--- src/rtl/apb_pkg.sv ---
// apb_pkg: address map, FSM states, counter width and error decode shared by apb_slave_regs
package apb_pkg;
    localparam logic [7:0] ADDR_DATA_OUT = 8'h00;
    localparam logic [7:0] ADDR_DATA_IN  = 8'h04;
    localparam logic [7:0] ADDR_CTRL     = 8'h08;
    localparam logic [7:0] ADDR_STATUS   = 8'h0C;
    localparam int CNT_W = 16;
    typedef enum logic [1:0] {IDLE, WAIT, RESP} state_t;
    // Misaligned, out of range, or a write to a read-only word
    function automatic logic is_err(input logic [7:0] a, input logic wr, input int nregs);
        return (a[1:0] != 2'b00) || (int'(a[7:2]) >= nregs) ||
               (wr && (a == ADDR_DATA_IN || a == ADDR_STATUS));
    endfunction
endpackage

--- src/rtl/sat_counter16.sv ---
// sat_counter16: counter that sticks at all-ones, with synchronous clear
module sat_counter16
    import apb_pkg::*;
(
    input  logic             clk,
    input  logic             rstn,
    input  logic             inc,
    input  logic             clr,
    output logic [CNT_W-1:0] count
);
    // Count up on inc, hold once full, clr takes priority
    always_ff @(posedge clk or negedge rstn)
        if (!rstn) count <= '0;
        else if (clr) count <= '0;
        else if (inc && count != '1) count <= count + CNT_W'(1);
endmodule

--- src/rtl/apb_slave_regs.sv ---
// apb_slave_regs: APB3 completer with a small register bank, wait states and error counters
module apb_slave_regs
    import apb_pkg::*;
#(
    parameter int NREGS       = 8,
    parameter int WAIT_CYCLES = 1
)(
    input  logic        clk,
    input  logic        rstn,
    input  logic [7:0]  PADDR,
    input  logic        PSEL,
    input  logic        PENABLE,
    input  logic        PWRITE,
    input  logic [31:0] PWDATA,
    output logic [31:0] PRDATA,
    output logic        PREADY,
    output logic        PSLVERR,
    input  logic [31:0] data_in,
    output logic [31:0] data_out,
    output logic        wr_pulse
);
    localparam int AW = $clog2(NREGS);
    state_t            state, state_nx;
    logic [7:0]        addr_q, cur_addr, cnt, cnt_nx;
    logic              wr_q, cur_wr, cur_err, setup, enter_resp, complete, wr_ok;
    logic [31:0]       rd_val;
    logic [31:0]       regs [NREGS];
    logic [CNT_W-1:0]  wr_cnt, err_cnt;

    // Decode against the live bus in IDLE, the captured setup afterwards; next-state logic
    always_comb begin
        cur_addr = (state == IDLE) ? PADDR : addr_q;
        cur_wr = (state == IDLE) ? PWRITE : wr_q;
        cur_err = is_err(cur_addr, cur_wr, NREGS);
        setup = (state == IDLE) && PSEL && !PENABLE;
        state_nx = state;
        cnt_nx = cnt;
        case (state)
            IDLE: if (setup) begin
                state_nx = (WAIT_CYCLES == 0) ? RESP : WAIT;
                cnt_nx = 8'(WAIT_CYCLES);
            end
            WAIT: if (!PSEL) state_nx = IDLE;
                  else if (cnt == 8'd1) state_nx = RESP;
                  else cnt_nx = cnt - 8'd1;
            default: state_nx = IDLE;
        endcase
        enter_resp = (state_nx == RESP) && (state != RESP);
        complete = (state == RESP) && PSEL && PENABLE;
        wr_ok = complete && wr_q && !cur_err;
        rd_val = (cur_err || cur_wr) ? 32'h0 :
                 (cur_addr == ADDR_DATA_IN) ? data_in :
                 (cur_addr == ADDR_STATUS) ? {err_cnt, wr_cnt} : regs[cur_addr[AW+1:2]];
    end

    // State, wait counter and setup-phase capture
    always_ff @(posedge clk or negedge rstn)
        if (!rstn) begin
            state <= IDLE;
            cnt <= '0;
            addr_q <= '0;
            wr_q <= 1'b0;
        end else begin
            state <= state_nx;
            cnt <= cnt_nx;
            if (setup) begin
                addr_q <= PADDR;
                wr_q <= PWRITE;
            end
        end

    assign PREADY = (state == RESP);

    // Response is loaded on entry to RESP and cleared on the cycle after
    always_ff @(posedge clk or negedge rstn)
        if (!rstn) begin
            PRDATA <= '0;
            PSLVERR <= 1'b0;
        end else begin
            PRDATA <= enter_resp ? rd_val : 32'h0;
            PSLVERR <= enter_resp && cur_err;
        end

    // Register bank commit at the completing edge; CTRL keeps only irq_en
    always_ff @(posedge clk or negedge rstn)
        if (!rstn) begin
            for (int i = 0; i < NREGS; i++) regs[i] <= '0;
            wr_pulse <= 1'b0;
        end else begin
            if (wr_ok) regs[addr_q[AW+1:2]] <= (addr_q == ADDR_CTRL) ? {31'b0, PWDATA[0]} : PWDATA;
            wr_pulse <= wr_ok && (addr_q == ADDR_DATA_OUT) && regs[2][0];
        end

    assign data_out = regs[0];

    sat_counter16 u_wr_cnt (.clk(clk), .rstn(rstn), .inc(wr_ok), .clr(1'b0), .count(wr_cnt));
    sat_counter16 u_err_cnt (.clk(clk), .rstn(rstn), .inc(complete && cur_err), .clr(1'b0), .count(err_cnt));
endmodule

--- config.mk ---
export PLATFORM = sky130hd
export DESIGN_NAME = apb_slave_regs
export DESIGN_NICKNAME = d
export VERILOG_FILES = /design/src/rtl/apb_pkg.sv /design/src/rtl/sat_counter16.sv /design/src/rtl/apb_slave_regs.sv
export SDC_FILE = /design/constraint.sdc
export NUM_CORES = 1
export LEC_CHECK = 0
export CAP_MARGIN = 25
export CORE_UTILIZATION = 35
export CTS_CLUSTER_SIZE = 40
export DETAILED_ROUTE_END_ITERATION = 10
export PLACE_DENSITY = 0.62
export SLEW_MARGIN = 20
export SYNTH_ARGS = -nofsm -noshare
export SYNTH_HDL_FRONTEND = slang
export SYNTH_HIERARCHICAL = 1
export SYNTH_SLANG_ARGS = --single-unit
--- constraint.sdc ---
create_clock -name clk -period 2.7 [get_ports clk]
set_clock_uncertainty 0.05 [all_clocks]
set_input_delay 0.54 -clock clk [delete_from_list [all_inputs] [get_ports clk]]
set_output_delay 0.54 -clock clk [all_outputs]
set_load 0.005 [all_outputs]
Yosys cells after proc, flatten, opt, wreduce, memory -nomap -nowiden
Index checks and enable logic that the tools add are counted.
{"block": "classes", "div": 0, "bitwise_logic": 2, "mux": 21, "n_lt_le_gt_ge": 4, "n_reduce_logical": 26, "n_eq_ne": 13, "multipliers": 0, "n_shift": 0, "add_sub_neg": 3}
{"cell": "256-bit bitwise mux", "n": 1}
{"cell": "32-bit two-way mux", "n": 8}
{"cell": "32-bit binary-select mux with 3-bit select", "n": 1}
{"cell": "32-bit demux with 3-bit select", "n": 1}
{"cell": "16-bit by 1-bit adder with 16-bit output (second input constant)", "n": 2}
{"cell": "8-bit two-way mux", "n": 4}
{"cell": "16-bit != test (second input constant)", "n": 2}
{"cell": "8-bit by 4-bit equality test with 1-bit output (second input constant)", "n": 2}
{"cell": "8-bit one-hot mux with 2 select lines", "n": 1}
{"cell": "1-bit logical AND", "n": 15}
{"cell": "8-bit by 1-bit equality test with 1-bit output (second input constant)", "n": 1}
{"cell": "8-bit by 3-bit equality test with 1-bit output (second input constant)", "n": 1}
{"cell": "4-bit greater-or-equal comparator (second input constant)", "n": 2}
{"cell": "8-bit logical NOT", "n": 1}
{"cell": "2-bit != test (second input constant)", "n": 4}
{"cell": "3-bit inverter with 4-bit output", "n": 2}
{"cell": "8-bit by 1-bit subtractor with 8-bit output (second input constant)", "n": 1}
{"cell": "6-bit by 4-bit greater-or-equal comparator with 1-bit output (second input constant)", "n": 1}
{"cell": "2-bit two-way mux", "n": 3}
{"cell": "2-bit equality test (second input constant)", "n": 2}
{"cell": "1-bit logical OR", "n": 4}
{"cell": "4-bit by 1-bit less-than comparator with 1-bit output (second input constant)", "n": 1}
{"cell": "2-bit one-hot mux with 2 select lines", "n": 1}
{"cell": "4-bit AND reduction", "n": 1}
{"cell": "other kinds (5)", "n": 7}
{"block": "totals", "word_cells": 86, "latchBits": 0, "register_bits": 341, "n_memories": 0, "ramBits": 0, "out_inout_bits": 67, "mem_bits_ro": 0}

Depth between registers and ports, before layout
Gate-level depths: netlist (run 1).
{"block": "depth", "ltp_word": 10, "depth_mapped": 9, "ltp_nobuf": 7}

Modules after synthesis
Netlist (run 1), hierarchy kept.
{"module": "apb_slave_regs", "n_inst": 1, "cells_per_inst": 1250, "area_each_um2": 13446.6, "seq_area_each_um2": 7732.4}
{"module": "sat_counter16", "n_inst": 2, "cells_per_inst": 98, "area_each_um2": 942.2, "seq_area_each_um2": 400.4}

Worst setup path before layout (run 1)
Ideal clock, no wire load.
{"block": "synth_path", "path_kind": "register -> register", "from": "register addr_q[1]", "to": "register u_wr_cnt.count[3]", "path_stages_with_launch": 8, "t_arrival_ps": 2458, "slack_ps": 114, "setup_ps": 77, "path_buffers": 1, "required_ps": 2573, "path_cell_list": "dfrtp_1 -> or4_4 -> nor3_4 -> o211a_1 -> inv_1 -> clkbuf_1 -> or4_2 -> a21oi_1"}
{"block": "synth_between", "elab_chain_cells": 8, "elab_cells_between_ends": 11, "classes_between": "2 x eq/ne; 1 x mux; 8 x reduce/logical"}
{"item": "from (decl)", "line_no": "apb_slave_regs.sv:24", "rtl": "logic [7:0] addr_q, cur_addr, cnt, cnt_nx;"}
{"item": "from (signal assigned)", "line_no": "apb_slave_regs.sv:61", "rtl": "addr_q <= '0;"}
{"item": "from (signal assigned)", "line_no": "apb_slave_regs.sv:67", "rtl": "addr_q <= PADDR;"}
{"item": "8-bit two-way mux *", "line_no": "apb_slave_regs.sv:32", "rtl": "cur_addr = (state == IDLE) ? PADDR : addr_q;"}
{"item": "8-bit by 3-bit equality test with 1-bit output or 8-bit by 4-bit equality test with 1-bit output (tied branches)", "line_no": "apb_pkg.sv:12", "rtl": "(wr && (a == ADDR_DATA_IN || a == ADDR_STATUS));"}
{"item": "1-bit logical OR", "line_no": "apb_pkg.sv:12"}
{"item": "1-bit logical AND", "line_no": "apb_pkg.sv:12"}
{"item": "1-bit logical OR *", "line_no": "apb_pkg.sv:11", "rtl": "return (a[1:0] != 2'b00) || (int'(a[7:2]) >= nregs) ||"}
{"item": "1-bit logical NOT *", "line_no": "apb_slave_regs.sv:50", "rtl": "wr_ok = complete && wr_q && !cur_err;"}
{"item": "1-bit logical AND *", "line_no": "apb_slave_regs.sv:50"}
{"item": "named net wr_ok", "line_no": "apb_slave_regs.sv:25", "rtl": "logic wr_q, cur_wr, cur_err, setup, enter_resp, complete, wr_ok;"}
{"item": "1-bit logical AND *", "line_no": "sat_counter16.sv:15", "rtl": "else if (inc && count != '1) count <= count + CNT_W'(1);"}
{"item": "to (signal assigned)", "line_no": "sat_counter16.sv:15"}
{"item": "to (decl)", "line_no": "sat_counter16.sv:9", "rtl": "output logic [CNT_W-1:0] count"}
Mark *: on every way through the listed nets, which the timed path passes. The rest lies on a longest branch.
A chain may end at the register's enable or synchronous reset.

Worst setup path after layout (run 1)
{"block": "layout_path", "from": "register addr_q[1]", "to": "register u_wr_cnt.count[14]"}
The elaborated chain is that of the path after synthesis.

==> run_results.csv, run 1 <==
group,metric,value,unit
final_layout,fin_area,0.0188,sq mm
critical_path,critical_path.max_stage_delay,0.59,ns
sta,final-setup-viol-count,0,
sta,timing_hold_violations_final,0,
clock_network,clk_pin_slew,0.06,ns
sta,finalSetupTns,0,ns
critical_path,critPathBufInv,2,
placement,port_buffers,143,
critical_path,critical-path-slowest-cell,"or4_4",
critical_path,worstPathCellList,"or4_4 -> nor3_4 -> o211a_1 -> inv_1 -> buf_4 -> or4_1 -> a21oi_1",
synth,synthesis.area,0.0153,sq mm
drt,drt-wirelength-per-cell,19.3,um
sta,fin_crit,2.50,ns
job,max_cap_violations,0,
power,total_power,11.6,mW
synth,top_ff_cell_synth,"dfrtp_1",
final_layout,antenna_cells,0,
global_routing,grt.overflow.total,0,
placement,finalWeightedCongestion,0.824,
synth,synthesis.instances,1446,
final_layout,design.final.nets,1597,
synth,number_of_enable_type_register_cells_in_the_synthesized_netlist,0,
sta,setup_repair_after_global_routing_missed_its_margin,"false",
sta,hold-worst-slack,0.324,ns
clock_network,buffers_inserted_during_post_cts_setup_optimization,0,
synth,synth.ff_latch_count,341,
power,power_leakage,8.83,nW
global_routing,grt_pass1_vias,11080,
critical_path,timing.critical_path.max_delay_family,"simple AND/OR/NAND/NOR gates",
clock_network,cts.sink_count,341,
floorplanning,design.die.area,0.0446,sq mm
clock_network,cts_tree,"built",
clock_network,clock_tree.root_cell,"clkbuf_16",
power,ir_worst_vdd,336,uV
clock_network,tritoncts.num_buffers,40,
synth,synth-warning-count,6,
critical_path,setup.worst_path.start_class,"flip-flop",
global_routing,global_route.usage.met3,0.0368,
global_routing,antenna_found_initial,0,
worst_hold_path,hold_path_class,"reg2reg",
clock_network,clk_path_buf_depth,3,
drt,routed_via_density,5.06,
critical_path,worst_path_required,3.13,ns
synth,synth_cell_type_count,59,
critical_path,worstSetupPathType,"reg2reg",
drt,drt_pre_antenna_iters,5,
floorplanning,dieWidth,211,um
drt,route.final.wire_length,41000,um
floorplanning,std_cell_rows,76,
global_routing,largest_net_degree_at_the_start_of_global_routing,72,
floorplanning,core_area,0.0432,sq mm
sta,maxSlewHeadroom,0.651,
sta,worstMarginPinSlew,0.524,ns
global_routing,gr-usage-met1,0.258,
synth,async_reset_ff_frac,1.00,
clock_network,worst_skew_pair.late_latency,0.57,ns
sta,final_max_slew_viol_count,0,
status,run_status,"finished, final reports clean",
sta,final.period_utilization,0.925,
placement,placement.cell_area,0.0175,sq mm
critical_path,endpoint_kind,"flip-flop",
clock_network,h_tree_level_count,2,
floorplanning,die_height,211,um
global_routing,grt_pass1_wl,64500,um
drt,drt_drc_violations_left,0,
synth,syn-mean-instance-area,10.6,sq um
placement,place_ws,-0.268,ns
final_layout,utilization,0.435,
synth,ys_seq_area_frac,0.557,
sta,fin_ws,0.202,ns
drt,routed-via-count,10772,
floorplanning,floorplan.initialDensity,0.355,
drt,dr.first_iter.drc_count,704,
global_routing,global_route.peak_usage_layer,"met2",
final_layout,final-instance-count-excl-fill,2130,
placement,post-place-cells,2058,
power,cellPowerDensity,616,mW/mm^2
placement,place.detailed.hpwl,27000,um
global_routing,total_routing_resource_utilization_after_global_routing,0.189,
critical_path,arrival,2.93,ns
critical_path,timing.critical_path.fanout_max,14,
global_routing,grt_util_met2,0.303,
final_layout,syn_to_final_growth,22.5,%
drt,ant_nets,0,
floorplanning,io_pins,144,
final_layout,layout-drive-gt1-share,0.117,
sta,max_freq,400,MHz
per-layer routing:
| layer | up-vias | part of all wire |
|---|---|---|
| li1 | 5161 | - |
| met1 | 5295 | 0.46 |
| met2 | 251 | 0.46 |
| met3 | 65 | 0.051 |
| met4 | 0 | 0.026 |
| met5 | - | 0 |
cells by family after synthesis:
logic type      count (synthesis)  share of synthesized area
compound gates                316                      0.125
xor+xnor                        4                    0.00228
fa+ha+maj                       4                    0.00326
buf+inv                       199                     0.0606
flops                         341                      0.557
mux                           185                      0.123
other cells                     1                   0.000245
simple gates                  396                      0.129
path summary, 6_finish.rpt:
kind / start / to / slack [ns] / cells past startpoint
max: addr_q[1] / u_wr_cnt/count[14] / 0.20 / 7
min: regs[205] / regs[205] / 0.32 / 0
max reg2reg: addr_q[1] / u_wr_cnt/count[14] / 0.20 / 7
min reg2reg: regs[205] / regs[205] / 0.32 / 0
max in group asynchronous: rstn / regs[210] / 1.33 / 3
min in group asynchronous: rstn / regs[3] / 0.49 / 2
registers in the layout, indices dropped and copies added (netlist names):
name	count
PRDATA	32
addr_q	8
state	2
u_wr_cnt/count	16
wr_pulse	1
cnt	8
u_err_cnt/count	16
PSLVERR	1
data_out	32
wr_q	1
regs	224
what timing repair did:
item	4_1_cts	5_1_grt
gates resized for setup	0	0
hold endpoints to repair	54	0
hold buffers	1	0
report_power, final:
part | total (mW) | internal (mW) | leakage [nW] | switching [mW]
registers | 5.20 | 5.15 | 4.74 | 0.0518
logic | 1.01 | 0.425 | 3.45 | 0.584
clock network | 5.35 | 3.16 | 0.636 | 2.19
layout make-up:
cell class                      count  area [sq um]
Clock buffer                       58          1150
Inverter                           13          48.8
Fill cell                        4096         24400
Tap cell                          585           732
Clock inverter                     13           154
Timing Repair Buffer              211          2220
Multi-Input combinational cell    909          5940
Sequential cell                   341          8530
placed cells by master, fill, tap and decap left out, types with 15 or more instances in the layout:
master	instances
mux2i_1	161
o21ai_0	160
nand2_1	234
and2_1	32
o31ai_1	15
clkbuf_16	40
o311a_1	32
clkdlybuf4s50_1	142
dfrtp_1	341
buf_12	22
buf_4	45
o22ai_1	64
a21oi_1	24
nor2_1	19
cell usage after synthesis (all sizes together), types with 9 or more instances:
| library cell | count | area (sq um) |
|---|---|---|
| nand4 | 18 | 138 |
| nor2 | 20 | 82.6 |
| nor2b | 11 | 68.8 |
| buf | 69 | 440 |
| mux2 | 22 | 248 |
| mux2i | 163 | 1640 |
| nand2 | 234 | 878 |
| a21oi | 28 | 140 |
| clkbuf | 117 | 439 |
| o31ai | 15 | 113 |
| o311a | 32 | 320 |
| or4 | 17 | 136 |
| o21ai | 166 | 831 |
| dfrtp | 341 | 8530 |
| inv | 13 | 48.8 |
| o22ai | 64 | 400 |
| nand3 | 11 | 70.1 |
| and2 | 32 | 200 |
| nor3 | 9 | 61.3 |
| nor4 | 13 | 118 |
No activity file was read; power rests on OpenSTA's default activity.
==> run 2: changes to the inputs <==
--- a/config.mk
+++ b/config.mk
@@ -5,7 +5,7 @@
 export SDC_FILE = /design/constraint.sdc
 export NUM_CORES = 1
 export LEC_CHECK = 0
-export CAP_MARGIN = 25
+export CAP_MARGIN = 20
 export CORE_UTILIZATION = 35
 export CTS_CLUSTER_SIZE = 40
 export DETAILED_ROUTE_END_ITERATION = 10
==> results of run 2 <==
Final layout, timing and power as in run 1 (identical DEF).
==> run 3: changes to the inputs <==
--- a/config.mk
+++ b/config.mk
@@ -7,7 +7,7 @@
 export LEC_CHECK = 0
 export CAP_MARGIN = 20
 export CORE_UTILIZATION = 35
-export CTS_CLUSTER_SIZE = 40
+export CTS_CLUSTER_SIZE = 25
 export DETAILED_ROUTE_END_ITERATION = 10
 export PLACE_DENSITY = 0.62
 export SLEW_MARGIN = 20
==> results of run 3 <==
Final layout, timing and power as in run 1 (identical DEF).
